===== config.mk =====
export PLATFORM = sky130hd
export DESIGN_NAME = rst_seq
export DESIGN_NICKNAME = d
export VERILOG_FILES = /design/src/rtl/rst_seq_pkg.sv /design/src/rtl/rst_sync_chain.sv /design/src/rtl/rst_seq.sv
export SDC_FILE = /design/constraint.sdc
export NUM_CORES = 1
export LEC_CHECK = 0
export BUFFER_PORTS_ARGS = -buffer_cell sky130_fd_sc_hd__buf_4
export CORE_MARGIN = 5
export CORE_UTILIZATION = 55
export DETAILED_ROUTE_END_ITERATION = 10
export PLACE_DENSITY = 0.77
export SLEW_MARGIN = 20
export SYNTH_ARGS = -nofsm -noshare
export SYNTH_HDL_FRONTEND = slang
export SYNTH_SLANG_ARGS = --single-unit

===== constraint.sdc =====
create_clock -name clk -period 2.08 [get_ports clk]
set_clock_uncertainty 0.15 [all_clocks]
set_input_delay 0.104 -clock clk [delete_from_list [all_inputs] [get_ports clk]]
set_output_delay 0.104 -clock clk [all_outputs]
set_load 0.01 [all_outputs]

===== src/rtl/rst_seq_pkg.sv =====
// rst_seq_pkg: shared state encoding and counter sizing for rst_seq.
// Imported by the sequencer top.
package rst_seq_pkg;

    typedef logic [1:0] rs_state_t;

    localparam rs_state_t ST_SYNC    = 2'd0;
    localparam rs_state_t ST_STRETCH = 2'd1;
    localparam rs_state_t ST_RELEASE = 2'd2;
    localparam rs_state_t ST_RUN     = 2'd3;

    // Bits needed to hold 0..max_val; never narrower than one bit.
    function automatic int cnt_w(input int max_val);
        return (max_val < 1) ? 1 : $clog2(max_val + 1);
    endfunction

endpackage


===== src/rtl/rst_sync_chain.sv =====
// rst_sync_chain: async-assert, sync-release reset synchroniser.
// rel_o marks the cycle in which the final stage is about to capture 1.
module rst_sync_chain #(
    parameter int STAGES = 2
) (
    input  logic clk,
    input  logic arst_n,
    output logic rel_o
);

    logic [STAGES-1:0] sync_q;

    // Shift a constant 1 in; the whole chain clears on arst_n low.
    always_ff @(posedge clk or negedge arst_n) begin
        if (!arst_n) begin
            sync_q <= '0;
        end else begin
            sync_q <= {sync_q[STAGES-2:0], 1'b1};
        end
    end

    // The sequencer leaves SYNC on the edge the last stage goes high,
    // so it looks one stage back and qualifies with the last stage.
    assign rel_o = sync_q[STAGES-2] & ~sync_q[STAGES-1];

endmodule


===== src/rtl/rst_seq.sv =====
// rst_seq: synchronise arst_n, stretch, then release per-channel
// resets in index order, honouring per-channel holds and sw_rst.
module rst_seq
    import rst_seq_pkg::*;
#(
    parameter int N_CH        = 3,
    parameter int SYNC_STAGES = 2,
    parameter int STRETCH     = 4,
    parameter int STEP_DLY    = 8
) (
    input  logic            clk,
    input  logic            arst_n,
    input  logic            sw_rst,
    input  logic [N_CH-1:0] ch_hold,
    output logic [N_CH-1:0] rst_n,
    output logic            all_rdy,
    output logic [1:0]      state
);

    localparam int SW = cnt_w(STRETCH);
    localparam int DW = cnt_w(STEP_DLY);
    localparam int STEP_M1 = (STEP_DLY > 0) ? STEP_DLY - 1 : 0;
    localparam logic [SW-1:0] STR_LD  = SW'(STRETCH - 1);
    localparam logic [DW-1:0] STEP_LD = DW'(STEP_M1);

    if (N_CH < 1 || N_CH > 8) begin : g_bad_nch
        $fatal(1, "rst_seq: N_CH must be 1..8");
    end
    if (SYNC_STAGES < 2 || SYNC_STAGES > 4) begin : g_bad_sync
        $fatal(1, "rst_seq: SYNC_STAGES must be 2..4");
    end
    if (STRETCH < 1 || STRETCH > 255) begin : g_bad_str
        $fatal(1, "rst_seq: STRETCH must be 1..255");
    end
    if (STEP_DLY < 0 || STEP_DLY > 255) begin : g_bad_step
        $fatal(1, "rst_seq: STEP_DLY must be 0..255");
    end

    rs_state_t       state_q, state_d;
    logic [SW-1:0]   str_q, str_d;
    logic [DW-1:0]   step_q, step_d;
    logic [N_CH-1:0] rst_q, rst_d;
    logic            rdy_q, rdy_d;

    logic            sync_rel;
    logic            try_rel;
    logic            go;
    logic            fired;
    logic [N_CH-1:0] rel_vec;

    rst_sync_chain #(
        .STAGES (SYNC_STAGES)
    ) u_sync (
        .clk    (clk),
        .arst_n (arst_n),
        .rel_o  (sync_rel)
    );

    // Release attempt: walk pending channels in order, stop at a held
    // one; with STEP_DLY=0 every unheld pending channel goes at once.
    always_comb begin
        rel_vec = rst_q;
        fired   = 1'b0;
        go      = 1'b1;
        for (int k = 0; k < N_CH; k++) begin
            if (!rst_q[k] && go) begin
                if (ch_hold[k]) begin
                    go = 1'b0;
                end else begin
                    rel_vec[k] = 1'b1;
                    fired      = 1'b1;
                    if (STEP_DLY != 0) go = 1'b0;
                end
            end
        end
    end

    // Next state: count down, attempt releases, sw_rst overrides all.
    always_comb begin
        state_d = state_q;
        str_d   = str_q;
        step_d  = step_q;
        rst_d   = rst_q;
        rdy_d   = rdy_q;
        try_rel = 1'b0;
        unique case (state_q)
            ST_SYNC: begin
                if (sync_rel) begin
                    state_d = ST_STRETCH;
                    str_d   = STR_LD;
                end
            end
            ST_STRETCH: begin
                if (str_q != '0) str_d = str_q - 1'b1;
                else             try_rel = 1'b1;
            end
            ST_RELEASE: begin
                if (step_q != '0) step_d = step_q - 1'b1;
                else              try_rel = 1'b1;
            end
            default: begin
            end
        endcase
        if (try_rel) begin
            rst_d   = rel_vec;
            rdy_d   = &rel_vec;
            step_d  = fired ? STEP_LD : '0;
            state_d = (&rel_vec) ? ST_RUN : ST_RELEASE;
        end
        if (sw_rst && state_q != ST_SYNC) begin
            rst_d   = '0;
            rdy_d   = 1'b0;
            state_d = ST_STRETCH;
            str_d   = STR_LD;
        end
    end

    // State, counters and outputs; all clear asynchronously.
    always_ff @(posedge clk or negedge arst_n) begin
        if (!arst_n) begin
            state_q <= ST_SYNC;
            str_q   <= '0;
            step_q  <= '0;
            rst_q   <= '0;
            rdy_q   <= 1'b0;
        end else begin
            state_q <= state_d;
            str_q   <= str_d;
            step_q  <= step_d;
            rst_q   <= rst_d;
            rdy_q   <= rdy_d;
        end
    end

    assign rst_n   = rst_q;
    assign all_rdy = rdy_q;
    assign state   = state_q;

endmodule


==> flow_metrics.tcl <==
set metrics [dict create \
    outcome "complete, no violations" \
    area_growth_pct 18.4 \
    critPathMaxStageDelay_ns 0.43 \
    slowest_stage "dfrtp_1" \
    cts.sinks 15 \
    overflow 0 \
    core_area_um2 1520 \
    dr_total_vias 721 \
    post_dp_cell_area_um2 995 \
    finalCritPeriodShare 0.947 \
    r2r-end "str_q[1]$_DFFE_PN0P_" \
    synthMuxAreaShare 0.0249 \
    rsz0062_at_grt "false" \
    power_density_nw_per_um2 949 \
    drt_iter0_markers 16 \
    die_area_um2 2550 \
    clockRootBuffer "clkbuf_4" \
    post-route-drc-count 0 \
    cap_violations 0 \
    die_x_um 50.5 \
    nets 127 \
    synth.ff_latch_count 15 \
    cts.clk_slew.worst_paths_ns 0.09 \
    fin_area_um2 1070 \
    grt_max_degree 16 \
    synth_seq_area_share 0.416 \
    critical_path.max_fanout 5 \
    synthXorXnorAreaFrac 0 \
    dp_hpwl_um 1320 \
    cts_inserted_buffers 3 \
    crit_type "flip-flop to flip-flop" \
    endpoint_kind "flip-flop" \
    cp-start-kind "flip-flop" \
    r2r.worst_path.cells 6 \
    io_pins 12 \
    ys_types 35 \
    cts-htree-levels 1 \
    min_period_ns 1.97 \
    die_h_um 50.5 \
    cts.path.max_buffers 2 \
    r2r_slack_ns 0.11 \
    grt_pass1_vias 692 \
    grt_util_met2 0.223 \
    ys_warn_count 0 \
    io_buffer_count 11 \
    grt_use_total 0.145 \
    globalRouteMet1Util 0.198 \
    busiest_layer "met2" \
    arrival_ns 1.99 \
    antenna_found_initial 0 \
    post-cts-setup-buffers 0 \
    leakage_nw 0.520 \
    met3_usage 0.0266 \
    crit_chain "inv_1, ha_1, and3b_2, o21bai_1, a21oi_2, mux2_2" \
    fmax_mhz 508 \
    drt-wirelength-per-cell_um 13.8 \
    fp-row-count 14 \
    synth_top_family_by_area "simple AND/OR/NAND/NOR gates" \
    start_util 0.593 \
    synthAdderAreaFrac 0.0970 \
    grt_pass1_wl_um 2880 \
    setup_viol 0 \
    setup.worst_path.start "state[1]$_DFFE_PN0P_" \
    synthSimpleGateAreaFrac 0.215 \
    vdd_drop_max_uv 546 \
    first_pass_iters 5 \
    worstSetupEndpoint "str_q[1]$_DFFE_PN0P_" \
    finalSetupTns_ns 0 \
    avgSynthCellArea_um2 9.51 \
    ant_nets 0 \
    syn-cell-area_um2 903 \
    syn_nets 108 \
    hold_viol_final 0 \
    r2r-start "state[1]$_DFFE_PN0P_" \
    cts_tree "done" \
    n_antenna_cell 0 \
    slew_violations 0 \
    synth_cells 95 \
    drive_above_1_share 0.204 \
    synth_compound_area_frac 0.194 \
    clkLatencyLatePin_ns 0.28 \
    hold_path.class "input port to async pin" \
    required_ns 2.10 \
    wirelength_um 1770 \
    post_drt_via_cell_ratio 5.59 \
    gp_congestion 0.755 \
]
-- worst max-delay path: cells and delay by family (launching register included) --
family	cells	cell delay [ns]
buffers and inverters	1	0.12
AOI/OAI and AO/OA	2	0.35
adders and majority gates	1	0.17
and+or+nand+nor	1	0.27
DFF	1	0.43
muxes	1	0.36
-- routing by layer --
layer	share of wire	vias to the layer above
met4	0.012	0
met5	0	-
met1	0.47	328
met3	0.032	4
li1	-	373
met2	0.48	16
-- how the worst min path moves through the flow --
stage | slack (ns) | startpoint | endpoint
5_1_grt | 0.08 | arst_n | all_rdy$_DFFE_PN0P_
2_1_floorplan | -0.34 | arst_n | all_rdy$_DFFE_PN0P_
4_1_cts | 0.05 | arst_n | all_rdy$_DFFE_PN0P_
3_5_place_dp | -0.18 | arst_n | str_q[1]$_DFFE_PN0P_
3_3_place_gp | -0.18 | arst_n | str_q[1]$_DFFE_PN0P_
6_report | 0.05 | arst_n | all_rdy$_DFFE_PN0P_
-- flip-flops by register name, summed over array words and instances (netlist names) --
name and cells:
step_q 4, all_rdy 1, rst_n 3, u_sync.sync_q 2
str_q 3, state 2
-- synth_stat cells --
master / number / share of area
a211oi_1: 1 / 0.0083
nand2b_1: 1 / 0.0069
a31oi_1: 1 / 0.0069
a21o_1: 2 / 0.017
o21ai_0: 4 / 0.022
dfrtp_1: 15 / 0.42
a311oi_2: 1 / 0.017
a31o_2: 1 / 0.0097
nor2b_1: 5 / 0.035
nand3_1: 2 / 0.011
inv_1: 9 / 0.037
and3b_1: 1 / 0.0097
a22oi_1: 1 / 0.0083
nand3b_1: 2 / 0.017
a21oi_1: 8 / 0.044
o21ai_2: 1 / 0.0097
o41ai_1: 1 / 0.0097
and3_1: 1 / 0.0069
nor4_1: 1 / 0.0069
o21ai_1: 1 / 0.0055
or4b_1: 1 / 0.011
nor3_1: 5 / 0.028
o21bai_1: 1 / 0.0083
mux2_2: 2 / 0.025
ha_1: 7 / 0.097
or3b_4: 1 / 0.012
nand2_1: 9 / 0.037
and4bb_1: 1 / 0.014
and2_1: 1 / 0.0069
o21ba_2: 1 / 0.011
o22ai_1: 1 / 0.0069
nor2_1: 3 / 0.012
conb_1: 1 / 0.0042
buf_6: 1 / 0.012
a21oi_2: 1 / 0.0097
-- metrics by stage --
step           setup WS [ns]  instances  power [mW]  hold slack (ns)  utilization
2_1_floorplan          0.258         95       0.734           -0.342            -
3_3_place_gp           0.153        121       0.825           -0.182        0.653
3_5_place_dp          0.0817        121       0.840           -0.183        0.653
4_1_cts               0.0646        129        1.01           0.0475        0.696
5_1_grt              0.00360        129        1.10           0.0768        0.702
6_report               0.110        129        1.02           0.0527        0.702
-- layout make-up --
type	instances	area, um2
inverters	9	33.8
repair buffers	15	123
multi-input cells	70	492
well taps	16	20.0
fillers	119	454
clock buffers	4	26.3
flip-flops and latches	15	375
-- cell usage in the layout, fill, tap and decap left out, types with 2 or more instances in the layout --
master         count
a21o_1             2
dfrtp_1           15
a21oi_1            8
nand2_1            9
nor3_1             5
dlygate4sd3_1      4
nand3b_1           2
mux2_2             2
nor2_1             3
buf_4             11
o21ai_0            4
nor2b_1            5
inv_1              9
clkbuf_4           3
ha_1               7
nand3_1            2
-- cell families (layout without fill, tap and decap cells) --
family,count (synthesis),count (layout)
AND/OR/NAND/NOR,34,34
AO/OA/AOI/OAI,26,26
flip-flops,15,15
buffers and inverters,10,28
adder cells (fa/ha/maj),7,7
multiplexers,2,2
other,1,1
-- what timing repair did --
item                                    in CTS  in global routing
hold buffers                                 4                  0
endpoints found under the setup margin       0                  6
endpoints found under the hold margin       18                  0
gates resized for setup                      0                  2
-- report_power, final --
part | switching, mW | total [mW] | internal (mW)
clock network | 0.0901 | 0.165 | 0.0745
logic | 0.224 | 0.429 | 0.205
registers | 0.0610 | 0.422 | 0.361
Note: power is estimated with default switching activity, not from simulation.
